## src/rtl/cdc_pkg.sv

```systemverilog
// Shared types for the req/ack clock-domain-crossing handshake.
// Holds the source-side and sink-side state encodings plus a width helper.
package cdc_pkg;

  // Source (transmit) side handshake states
  typedef enum logic [1:0] {
    IDLE    = 2'd0,
    REQ     = 2'd1,
    RELEASE = 2'd2
  } hs_tx_state_t;

  // Sink (receive) side counterpart states
  typedef enum logic [1:0] {
    RX_IDLE = 2'd0,
    RX_ACK  = 2'd1,
    RX_WAIT = 2'd2
  } hs_rx_state_t;

  // Counter width able to hold 0..n, never below one bit
  function automatic int cnt_width(input int n);
    return (n < 1) ? 1 : $clog2(n + 1);
  endfunction

endpackage

```

## src/rtl/dual_ff_resync.sv

```systemverilog
// Two-flop synchronizer for a single asynchronous bit.
// Reset is asynchronous, active-low, to a configurable value.
module dual_ff_resync #(
  parameter logic RESET_VALUE = 1'b0
) (
  input  logic i_clk,
  input  logic i_rst_n,
  input  logic i_d,
  output logic o_q
);

  logic meta_q;
  logic sync_q;

  // Two-stage capture of the asynchronous input
  always_ff @(posedge i_clk or negedge i_rst_n) begin
    if (!i_rst_n) begin
      meta_q <= RESET_VALUE;
      sync_q <= RESET_VALUE;
    end else begin
      meta_q <= i_d;
      sync_q <= meta_q;
    end
  end

  assign o_q = sync_q;

endmodule

```

## src/rtl/cdc_handshake_tx.sv

```systemverilog
// Source side of a four-phase req/ack handshake into a foreign clock domain.
// Word is captured on accept and held on o_data until the next accept.
module cdc_handshake_tx
  import cdc_pkg::*;
#(
  parameter int DATA_WIDTH     = 32,
  parameter int TIMEOUT_CYCLES = 0
) (
  input  logic                  i_clk,
  input  logic                  i_rst,
  input  logic                  i_valid,
  output logic                  o_ready,
  input  logic [DATA_WIDTH-1:0] i_data,
  output logic                  o_req,
  output logic [DATA_WIDTH-1:0] o_data,
  input  logic                  i_ack,
  output logic                  o_done,
  output logic                  o_timeout
);

  localparam int            CW     = cnt_width(TIMEOUT_CYCLES);
  localparam logic [CW-1:0] TO_CNT = CW'(TIMEOUT_CYCLES);
  localparam bit            TO_EN  = (TIMEOUT_CYCLES > 0);

  hs_tx_state_t state_q, state_d;
  logic                  req_q, req_d;
  logic [DATA_WIDTH-1:0] data_q, data_d;
  logic                  done_q, done_d;
  logic                  tout_q, tout_d;
  logic [CW-1:0]         cnt_q, cnt_d;
  logic                  ack_s;

  dual_ff_resync #(
    .RESET_VALUE (1'b0)
  ) u_ack_sync (
    .i_clk   (i_clk),
    .i_rst_n (~i_rst),
    .i_d     (i_ack),
    .o_q     (ack_s)
  );

  // Next-state and next-output logic for the handshake walk
  always_comb begin
    state_d = state_q;
    req_d   = req_q;
    data_d  = data_q;
    done_d  = 1'b0;
    tout_d  = tout_q;
    cnt_d   = cnt_q;
    unique case (state_q)
      IDLE: begin
        if (i_valid) begin
          state_d = REQ;
          data_d  = i_data;
          req_d   = 1'b1;
          cnt_d   = '0;
        end
      end
      REQ: begin
        if (TO_EN && (cnt_q != TO_CNT)) begin
          cnt_d = cnt_q + CW'(1);
        end
        if (TO_EN && (cnt_d == TO_CNT)) begin
          tout_d = 1'b1;
        end
        if (ack_s) begin
          state_d = RELEASE;
          req_d   = 1'b0;
          done_d  = 1'b1;
        end
      end
      RELEASE: begin
        // Wait for ack to drop so no stale ack reaches IDLE
        if (!ack_s) begin
          state_d = IDLE;
        end
      end
      default: begin
        state_d = IDLE;
        req_d   = 1'b0;
      end
    endcase
  end

  // State and registered outputs
  always_ff @(posedge i_clk or posedge i_rst) begin
    if (i_rst) begin
      state_q <= IDLE;
      req_q   <= 1'b0;
      data_q  <= '0;
      done_q  <= 1'b0;
      tout_q  <= 1'b0;
      cnt_q   <= '0;
    end else begin
      state_q <= state_d;
      req_q   <= req_d;
      data_q  <= data_d;
      done_q  <= done_d;
      tout_q  <= tout_d;
      cnt_q   <= cnt_d;
    end
  end

  assign o_ready   = (state_q == IDLE);
  assign o_req     = req_q;
  assign o_data    = data_q;
  assign o_done    = done_q;
  assign o_timeout = tout_q;

endmodule

```

## config.mk

```make
export PLATFORM = sky130hd
export DESIGN_NAME = cdc_handshake_tx
export DESIGN_NICKNAME = d
export VERILOG_FILES = /design/src/rtl/cdc_pkg.sv /design/src/rtl/dual_ff_resync.sv /design/src/rtl/cdc_handshake_tx.sv
export SDC_FILE = /design/constraint.sdc
export NUM_CORES = 1
export LEC_CHECK = 0
export ABC_CLOCK_PERIOD_IN_PS = 4200
export CAP_MARGIN = 20
export CORE_ASPECT_RATIO = 0.75
export CORE_MARGIN = 1
export CORE_UTILIZATION = 44
export CTS_CLUSTER_SIZE = 14
export DETAILED_ROUTE_END_ITERATION = 6
export GPL_ROUTABILITY_DRIVEN = 0
export GPL_TIMING_DRIVEN = 0
export HOLD_SLACK_MARGIN = 0.05
export PLACE_DENSITY = 0.84
export SYNTH_ARGS = -nofsm -noshare
export SYNTH_HDL_FRONTEND = slang
export SYNTH_HIERARCHICAL = 1
export SYNTH_SLANG_ARGS = --single-unit
export TNS_END_PERCENT = 5
```

## constraint.sdc

```tcl
create_clock -name i_clk -period 4.2 [get_ports i_clk]
set_input_delay 0.84 -clock i_clk [delete_from_list [all_inputs] [get_ports i_clk]]
set_output_delay 0.84 -clock i_clk [all_outputs]
set_load 0.02 [all_outputs]
```

==> flow_metrics.env <==
export IMPL_synth_compound_area_share_pct=0.633
export IMPL_cp_max_fo=5
export IMPL_rsz0062_at_grt="no"
export IMPL_drt_iter0_markers=51
export IMPL_portBuffers=70
export IMPL_clk_latency_ns=0.29
export IMPL_hold_viol=0
export IMPL_wl_um=3150
export IMPL_layout_drive_gt1_share_pct=29.2
export IMPL_postCtsSetupBuffers=0
export IMPL_slowest_stage="clkdlybuf4s50_1"
export IMPL_cts_resized=0
export IMPL_synth_top_area_cell="dfrtp_1"
export IMPL_drcViolationCount=6
export IMPL_maxSlewHeadroom_pct=49.2
export IMPL_die_area_um2=3840
export IMPL_synth_ff_type="dfrtp_1"
export IMPL_ir_drop_mv=0.471
export IMPL_clock_sinks=38
export IMPL_synth_cell_types=17
export IMPL_synth_edf_count=0
export IMPL_synthAdderAreaFrac_pct=0
export IMPL_syn_nets=125
export IMPL_setup_worst_path_start="state_q[0]"
export IMPL_synth_most_common_cell="dfrtp_1"
export IMPL_syn_inst=89
export IMPL_synth_top_area_share_pct=60.1
export IMPL_fillers=216
export IMPL_core_area_um2=3360
export IMPL_crit_required_ns=3.36
export IMPL_vias_per_cell=4.81
export IMPL_ant_nets=0
export IMPL_dpl_worst_slack_ns=1.99
export IMPL_finalMaxSlewViolations=0
export IMPL_post_drt_wl_per_cell_um=15.1
export IMPL_endpoint="o_ready"
export IMPL_post_dp_hpwl_um=2270
export IMPL_final_net_count=203
export IMPL_yosys_warnings=6
export IMPL_hp_class="register to register"
export IMPL_synth_common_cells="38 x dfrtp_1, 30 x mux2_4, 3 x buf_12, 3 x inv_1"
export IMPL_fmax_mhz=425
export IMPL_cp_depth=2
export IMPL_path_cells="nor2_2 -> clkdlybuf4s50_1"
export IMPL_startpoint_type="register"
export IMPL_synth_top_family_by_area="multiplexers"
export IMPL_period_share_pct=56.0
export IMPL_synth_xor_area_share_pct=0.554
export IMPL_ys_ff_latch=38
export IMPL_syn_avg_cell_area_um2=17.8
export IMPL_cts_buffers=5
export IMPL_synthSimpleGateAreaFrac_pct=2.22
export IMPL_chipWidth_um=71.2
export IMPL_start_util_pct=47.1
export IMPL_critPathTopFamily="buffers and inverters"
export IMPL_worst_pin_slew_ns=0.761
export IMPL_violations="DRC"
export IMPL_diodes=0
export IMPL_ys_async_sr_fraction_pct=100
export IMPL_cts_root_buf="clkbuf_8"
export IMPL_rr_worst_depth=5
export IMPL_antenna_found_initial=0
export IMPL_grt_max_degree=22
export IMPL_fin_skew_ns=0.00423
export IMPL_synthTopCellsByArea="dfrtp_1 60%, mux2_4 28%, buf_12 3.8%, mux2_2 1.4%, buf_6 0.71%"
export IMPL_fin_ws_ns=1.85
export IMPL_cp_end_kind="output pin"
export IMPL_cts_buffer_depth=2
export IMPL_firstDrtPassIters=7
export IMPL_ys_seq_area_share_pct=60.1
export IMPL_grt_pass1_vias=1029
export IMPL_ctsHoldBuffers=0
export IMPL_cp_num_buf_inv=1
export IMPL_setup_tns_final_ns=0
export IMPL_vias=1000
export IMPL_rrSetupSlack_ns=2.75
export IMPL_io_pins=72
export IMPL_p_leak_nw=1.10
export IMPL_num_rows=18
export IMPL_crit_type="register to output pin"
export IMPL_cts_htree_levels=2
export IMPL_synthMuxAreaShare_pct=30.5
export IMPL_fin_crit_ns=2.35
export IMPL_cp_slowest_stage_delay_ns=0.62
export IMPL_synth_area_um2=1580
export IMPL_cts_tree="built"
export IMPL_reg2reg_to="o_data[7]"
export IMPL_p_per_area_nw_per_um2=816
export IMPL_worstPathArrival_ns=1.51
export IMPL_outcome="finished with violations"
export IMPL_r2r_start="state_q[0]"
export IMPL_setup_viol=0
export IMPL_die_y_um=53.9
export IMPL_syn_to_final_growth_pct=56.2
export IMPL_grtUsageTotal_pct=19.2
export IMPL_grt_overflow=0
export IMPL_path_clk_slew_ns=0.07
export IMPL_grt_pass1_wl_um=5240
export IMPL_cap_viol_max_count=0
per-layer routing:
| layer | wire, um | track usage (%) |
|---|---|---|
| met5 | 0 | 0 |
| met4 | 8 | 7.00 |
| met3 | 289 | 7.68 |
| met2 | 1480 | 30.3 |
| met1 | 1380 | 24.3 |
worst min-delay path by stage:
stage                                 start             end  slack (ns)  cells past startpoint
after CTS                 u_ack_sync/meta_q  u_ack_sync/o_q        0.36                      0
after global routing      u_ack_sync/meta_q  u_ack_sync/o_q        0.38                      0
after detailed placement  u_ack_sync/meta_q  u_ack_sync/o_q        0.34                      0
after floorplan           u_ack_sync/meta_q  u_ack_sync/o_q        0.33                      0
final                     u_ack_sync/meta_q  u_ack_sync/o_q        0.35                      0
after global placement    u_ack_sync/meta_q  u_ack_sync/o_q        0.34                      0
sequential cells by signal, summed over array words and instances (netlist names):
name	count
o_data	32
state_q	2
o_done	1
o_req	1
u_ack_sync/meta_q	1
u_ack_sync/o_q	1
per-stage QoR:
step	util, %	std cells	instance area (um^2)	hold WS (ns)	total power [W]
2_1_floorplan	-	89	1580	0.331	0.00129
5_1_grt	73.6	208	2470	0.381	0.00212
3_3_place_gp	69.5	199	2330	0.335	0.00170
4_1_cts	73.6	208	2470	0.356	0.00203
6_report	73.6	208	2470	0.355	0.00202
3_5_place_dp	70.3	200	2360	0.340	0.00173
final cells by class:
class                      instances  area [um^2]  area share [%]
inverter                           3         11.3           0.456
sequential                        38          951            38.5
multi-input combinational         43          541            21.9
buffer                             5         78.8            3.19
clock buffer                       8          110            4.46
timing repair buffer              71          728            29.5
tap                               40         50.0            2.03
worst register-to-register path: stages, from the launching register on:
cell,delay [ns]
dfrtp_1,0.44
nor2_2,0.17
and2_4,0.15
buf_6,0.13
buf_12,0.15
mux2_4,0.31
power breakdown:
part           switching (W)  leakage (nW)  internal (W)  total, W
clock               0.000124        0.0575      0.000166  0.000290
combinational       0.000432         0.598      0.000641   0.00107
sequential          0.000110         0.447      0.000543  0.000652
total               0.000667          1.10       0.00135   0.00202
layout by cell type (no fill, tap or decap):
master	Yosys	routed
a21oi_1	1	1
xnor2_1	1	1
mux2i_1	1	1
buf_12	3	3
clkdlybuf4s50_1	0	70
buf_4	1	1
nor2_1	2	2
and3_2	1	1
mux2_2	2	2
o21ai_0	1	1
buf_6	1	1
inv_1	3	3
dfrtp_1	38	38
nor2_2	1	1
and2_4	1	1
buf_16	0	1
clkbuf_8	0	8
conb_1	1	1
mux2_4	30	30
nand3_1	1	1
kinds of logic after synthesis:
family | Yosys count
xor+xnor | 1
buf+inv | 8
flops | 38
simple gates | 6
compound gates | 2
other cells | 1
mux | 33
Power figures use the tool's default switching activity.
